<file path="config.mk">
export PLATFORM = sky130hd
export DESIGN_NAME = jt12_i2s_tx
export DESIGN_NICKNAME = d
export VERILOG_FILES = /design/src/rtl/jt12_i2s_tx.sv
export SDC_FILE = /design/constraint.sdc
export NUM_CORES = 1
export LEC_CHECK = 0
export CAP_MARGIN = 10
export CORE_ASPECT_RATIO = 0.8
export CORE_MARGIN = 5
export CORE_UTILIZATION = 38
export DETAILED_ROUTE_END_ITERATION = 10
export HOLD_SLACK_MARGIN = 0.02
export PLACE_DENSITY_LB_ADDON = 0.08
export SETUP_SLACK_MARGIN = 0.05
export SLEW_MARGIN = 30
export SYNTH_ARGS = -nofsm -noshare
export SYNTH_HDL_FRONTEND = slang
export SYNTH_SLANG_ARGS = --single-unit
</file>
<file path="constraint.sdc">
create_clock -name clk -period 3.3 [get_ports clk]
set_input_delay 0.66 -clock clk [delete_from_list [all_inputs] [get_ports clk]]
set_output_delay 0.66 -clock clk [all_outputs]
set_load 0.01 [all_outputs]
</file>
<file path="src/rtl/jt12_i2s_tx.sv">
// I2S / left-justified serial transmitter for the jt12 stereo output.
// A sample pair is captured into hold registers. At each frame boundary it is moved
// into the shift registers (cur_l/cur_r). With no new pair, the last frame is repeated.
// Bit timing comes from clk_en ticks: bclk toggles every DIV ticks.
// sdo and lrck change only on bclk falling events.
module jt12_i2s_tx #(
    parameter int unsigned DIV = 2,
    parameter int unsigned FMT = 1
) (
    input  logic        rst,
    input  logic        clk,
    input  logic        clk_en,
    input  logic        sample,
    input  logic [15:0] left,
    input  logic [15:0] right,
    output logic        bclk,
    output logic        lrck,
    output logic        sdo,
    output logic        frame_start,
    output logic        overrun
);

    localparam logic [7:0] DivLast = 8'(DIV - 1);

    // Bit-clock divider
    logic [7:0] div_q, div_d;
    logic       bclk_q, bclk_d;
    logic       div_wrap;
    logic       fall;

    // Frame position and serializer
    logic [4:0] bitcnt_q, bitcnt_d;
    logic       lrck_q, lrck_d;
    logic       sdo_q, sdo_d;
    logic [15:0] cur_l_q, cur_l_d;
    logic [15:0] cur_r_q, cur_r_d;
    logic       frame_wrap;
    logic       load;
    logic [3:0] bit_sel;
    logic [4:0] next_slot;

    // Sample capture and status
    logic [15:0] hold_l_q, hold_l_d;
    logic [15:0] hold_r_q, hold_r_d;
    logic        pending_q, pending_d;
    logic        overrun_q, overrun_d;
    logic        fs_q, fs_d;

    // Divider next state: count ticks 0..DIV-1 and toggle bclk on the last one
    always_comb begin
        div_wrap = (div_q == DivLast);
        div_d    = div_wrap ? 8'd0 : div_q + 8'd1;
        bclk_d   = bclk_q ^ div_wrap;
        // A toggle while bclk is high is a falling edge
        fall     = div_wrap & bclk_q;
    end

    // Frame sequencing: advance bitcnt and reload the shift data at slot 0
    always_comb begin
        bitcnt_d   = fall ? bitcnt_q + 5'd1 : bitcnt_q;
        frame_wrap = fall & (bitcnt_q == 5'd31);
        load       = frame_wrap & pending_q;
        cur_l_d    = load ? hold_l_q : cur_l_q;
        cur_r_d    = load ? hold_r_q : cur_r_q;
    end

    // Serializer next state: MSB first, left word in slots 0..15, right in 16..31
    always_comb begin
        bit_sel   = ~bitcnt_d[3:0];
        next_slot = bitcnt_d + 5'd1;
        sdo_d     = sdo_q;
        lrck_d    = lrck_q;
        if (fall) begin
            sdo_d = bitcnt_d[4] ? cur_r_d[bit_sel] : cur_l_d[bit_sel];
            // I2S moves word select one bit ahead of the data it frames
            lrck_d = (FMT == 0) ? bitcnt_d[4] : next_slot[4];
        end
    end

    // Capture next state: a load and a new sample on the same tick keep the new pair pending
    always_comb begin
        hold_l_d  = sample ? left : hold_l_q;
        hold_r_d  = sample ? right : hold_r_q;
        pending_d = sample | (pending_q & ~load);
        // Only an unsent pair being replaced counts as overrun
        overrun_d = overrun_q | (sample & pending_q & ~load);
        fs_d      = load;
    end

    // Divider and bit-clock registers
    always_ff @(posedge clk) begin
        if (rst) begin
            div_q  <= 8'd0;
            bclk_q <= 1'b0;
        end else if (clk_en) begin
            div_q  <= div_d;
            bclk_q <= bclk_d;
        end
    end

    // Frame position and serializer registers; bitcnt starts at 31 so the first fall is slot 0
    always_ff @(posedge clk) begin
        if (rst) begin
            bitcnt_q <= 5'd31;
            lrck_q   <= 1'b0;
            sdo_q    <= 1'b0;
            cur_l_q  <= 16'd0;
            cur_r_q  <= 16'd0;
        end else if (clk_en) begin
            bitcnt_q <= bitcnt_d;
            lrck_q   <= lrck_d;
            sdo_q    <= sdo_d;
            cur_l_q  <= cur_l_d;
            cur_r_q  <= cur_r_d;
        end
    end

    // Hold registers and status flags
    always_ff @(posedge clk) begin
        if (rst) begin
            hold_l_q  <= 16'd0;
            hold_r_q  <= 16'd0;
            pending_q <= 1'b0;
            overrun_q <= 1'b0;
            fs_q      <= 1'b0;
        end else if (clk_en) begin
            hold_l_q  <= hold_l_d;
            hold_r_q  <= hold_r_d;
            pending_q <= pending_d;
            overrun_q <= overrun_d;
            fs_q      <= fs_d;
        end
    end

    // frame_start is qualified by clk_en so it is seen on exactly one enabled tick
    always_comb begin
        bclk        = bclk_q;
        lrck        = lrck_q;
        sdo         = sdo_q;
        overrun     = overrun_q;
        frame_start = fs_q & clk_en;
    end

endmodule

</file>
==> run_results.csv <==
group,metric,value,unit
detailed_routing,m1WireLength,5250,um
global_routing,grt_pass1_vias,3394,
place,gp_congestion,0.870,
sta,finalCritPeriodShare,0.942,
global_routing,grt_pass1_wl,17300,um
synth,syn_area,0.00401,mm^2
critical_path,end_kind,"flip-flop",
cts,cts_max_path_buffers,2,
finish,register_area,0.00166,mm^2
synth,syn_nets,529,
finish,final_cell_mix,"nand2_1 (146), dfxtp_1 (82), a21oi_1 (74)",
synth,synth_ff_type,"dfxtp_1",
detailed_routing,dr.pass1.iters,4,
finish,final_common_cell,"nand2_1",
sta,tightest_slew,0.748,ns
synth,ys.warnings.count,0,
synth,ys_seq_area_frac,0.414,
sta,clock.fmax,0.322,GHz
sta,setup_viol,0,
finish,drive_above_1_share,0.0902,
sta,fin_worst_skew,0.00547,ns
finish,area_growth_syn_to_layout,21.3,%
sta,min_period,3.11,ns
critical_path,crit_arrival,3.33,ns
synth,syn_inst,488,
sta,setup_slack,0.192,ns
cts,cts-htree-levels,3,
detailed_routing,vias,3442,
detailed_routing,post-route-drc-count,0,
die,die_w,125,um
die,rows,33,
detailed_routing,wl_met3,295,um
pwr,p_leak,1.90,nW
detailed_routing,top_layer,"met4",
cts,cts_setup_buffers,0,
place,dp_hpwl,7330,um
detailed_routing,ant_nets,0,
sta,finalHoldViolations,0,
synth,synthArstFlopShare,0,
finish,num_antenna_cells,0,
job,max-cap-violations,0,
detailed_routing,viasPerCell,5.12,
cts,cts_sinks,83,
detailed_routing,wl_per_cell,15.4,um
synth,yosysUniqueCellTypes,49,
cts,cts_buffers,9,
cts,clock-root-buffer,"clkbuf_16",
global_routing,grt_max_degree,45,
finish,multi_input_area,0.00217,mm^2
synth,synthTopCellsByArea,"dfxtp_1 (41%), nand2_1 (14%), a21oi_1 (9.2%)",
cts,cts_tree,"built",
detailed_routing,wl,10300,um
sta,maxSlewViolCount,0,
place,place_area,0.00454,mm^2
detailed_routing,drt_iter0_drc,212,
die,core_area,0.0103,mm^2
synth,avgSynthCellArea,8.21,um^2
synth,synth_edf_count,0,
die,die-area,0.0127,mm^2
cts,cts.hold.buffers_added,0,
die,ios,41,
finish,nNetsFinal,568,
die,die_y,102,um
sta,slew_headroom,0.501,
detailed_routing,met2_length,4680,um
pwr,power.total,2.24,mW
synth,synth_top_area_frac,0.414,
die,start_util,0.390,
pwr,peakVddDrop,285,uV
finish,fin_area,0.00486,mm^2
cts,path_clk_slew,0.06,ns
place,place_ws,0.0570,ns
critical_path,crit_type,"flip-flop to flip-flop",
global_routing,gr-usage-all-layers,0.168,
place,placed_cells,656,
pwr,p_per_area,461,mW/mm^2
finish,fillers,1009,
critical_path,startpoint_type,"flip-flop",
sta,fin_setup_tns,0,ns
place,io_buffers,40,
global_routing,overflow,0,
global_routing,antenna_found_initial,0,
finish,final_cell_count_no_fill,672,
sta,rsz0062_at_grt,"false",
synth,ys_ff_latch,83,
run_status,status,"finished clean",
critical_path,crit_required,3.52,ns
critical_path,critical_path.max_fanout,10,
cts,clk_latency,0.34,ns
synth,yosys.area.top_type,"dfxtp_1",
min_path,hp-class,"flip-flop to flip-flop",
cells in the mapped netlist (4+ instances only):
cell,count
o21ai_1,4
a22oi_1,9
a21oi_1,74
and3_1,4
o21ai_0,17
nor2_1,18
mux2i_1,35
dfxtp_1,83
xor2_1,8
xnor2_1,5
mux4_2,4
nand2_1,146
clkbuf_1,21
ha_1,5
buf_6,5
layout make-up:
cell class / instances / share of cell area
flip-flops and latches: 83 / 0.342
repair buffers: 59 / 0.113
clock buffers: 12 / 0.0507
clock inverters: 4 / 0.0103
well taps: 140 / 0.0360
inverters: 3 / 0.00232
multi-input cells: 371 / 0.445
flip-flops by register name, indices dropped and copies added, names as in the netlist:
| signal | count |
|---|---|
| bclk | 1 |
| div_q | 8 |
| pending_q | 1 |
| bitcnt_q | 5 |
| sdo | 1 |
| cur_r_q | 16 |
| lrck | 1 |
| hold_l_q | 16 |
| overrun | 1 |
| fs_q | 1 |
| hold_r_q | 16 |
| cur_l_q | 16 |
stage by stage:
step	hold slack, ns	utilization
floorplan	0.436	-
global placement	0.453	0.442
detailed placement	0.462	0.442
CTS	0.470	0.471
global route	0.490	0.473
finish	0.468	0.473
worst max-delay path: stages (launching register included):
cell       delay [ns]
dfxtp_1          0.34
inv_1            0.07
ha_1             0.13
or4b_1           0.49
nor4_4           0.20
ha_2             0.30
buf_12           0.14
or2_2            0.17
o21ai_0          0.11
a221oi_1         0.30
a2111oi_0        0.12
a41o_1           0.23
o41a_1           0.39
repair_timing:
action,CTS,global route
gates resized for setup,1,3
endpoints found under the setup margin,1,2
cloned,0,0
pin swaps,0,1
routing by layer:
layer	up-vias	track usage
li1	1758	-
met1	1632	0.224
met2	45	0.278
met4	0	0.0467
met5	-	0
met3	7	0.0376
logic make-up after synthesis:
| group | share of synthesized area |
|---|---|
| DFF | 0.414 |
| and+or+nand+nor | 0.199 |
| buffers and inverters | 0.0521 |
| AOI/OAI and AO/OA | 0.174 |
| adders and majority gates | 0.0156 |
| xor gates and xnor gates | 0.0284 |
| muxes | 0.116 |
where the power goes:
| part | total (mW) | internal, mW | switching (mW) | leakage (nW) |
|---|---|---|---|---|
| Sequential | 1.05 | 1.03 | 0.0209 | 0.673 |
| Clock | 1.00 | 0.606 | 0.395 | 0.139 |
| Combinational | 0.194 | 0.0955 | 0.0989 | 1.09 |
final timing paths:
path                                              start                       to  slack [ns]  cells past startpoint
worst max-delay path              div_q[1]$_SDFFE_PP0P_         sdo$_SDFFE_PP0P_        0.19                     12
worst min-delay path            cur_l_q[7]$_SDFFE_PP0P_  cur_l_q[7]$_SDFFE_PP0P_        0.47                      2
worst max register to register    div_q[1]$_SDFFE_PP0P_         sdo$_SDFFE_PP0P_        0.19                     12
worst min register to register  cur_l_q[7]$_SDFFE_PP0P_  cur_l_q[7]$_SDFFE_PP0P_        0.47                      2
Note: power is estimated with default switching activity, not from simulation.
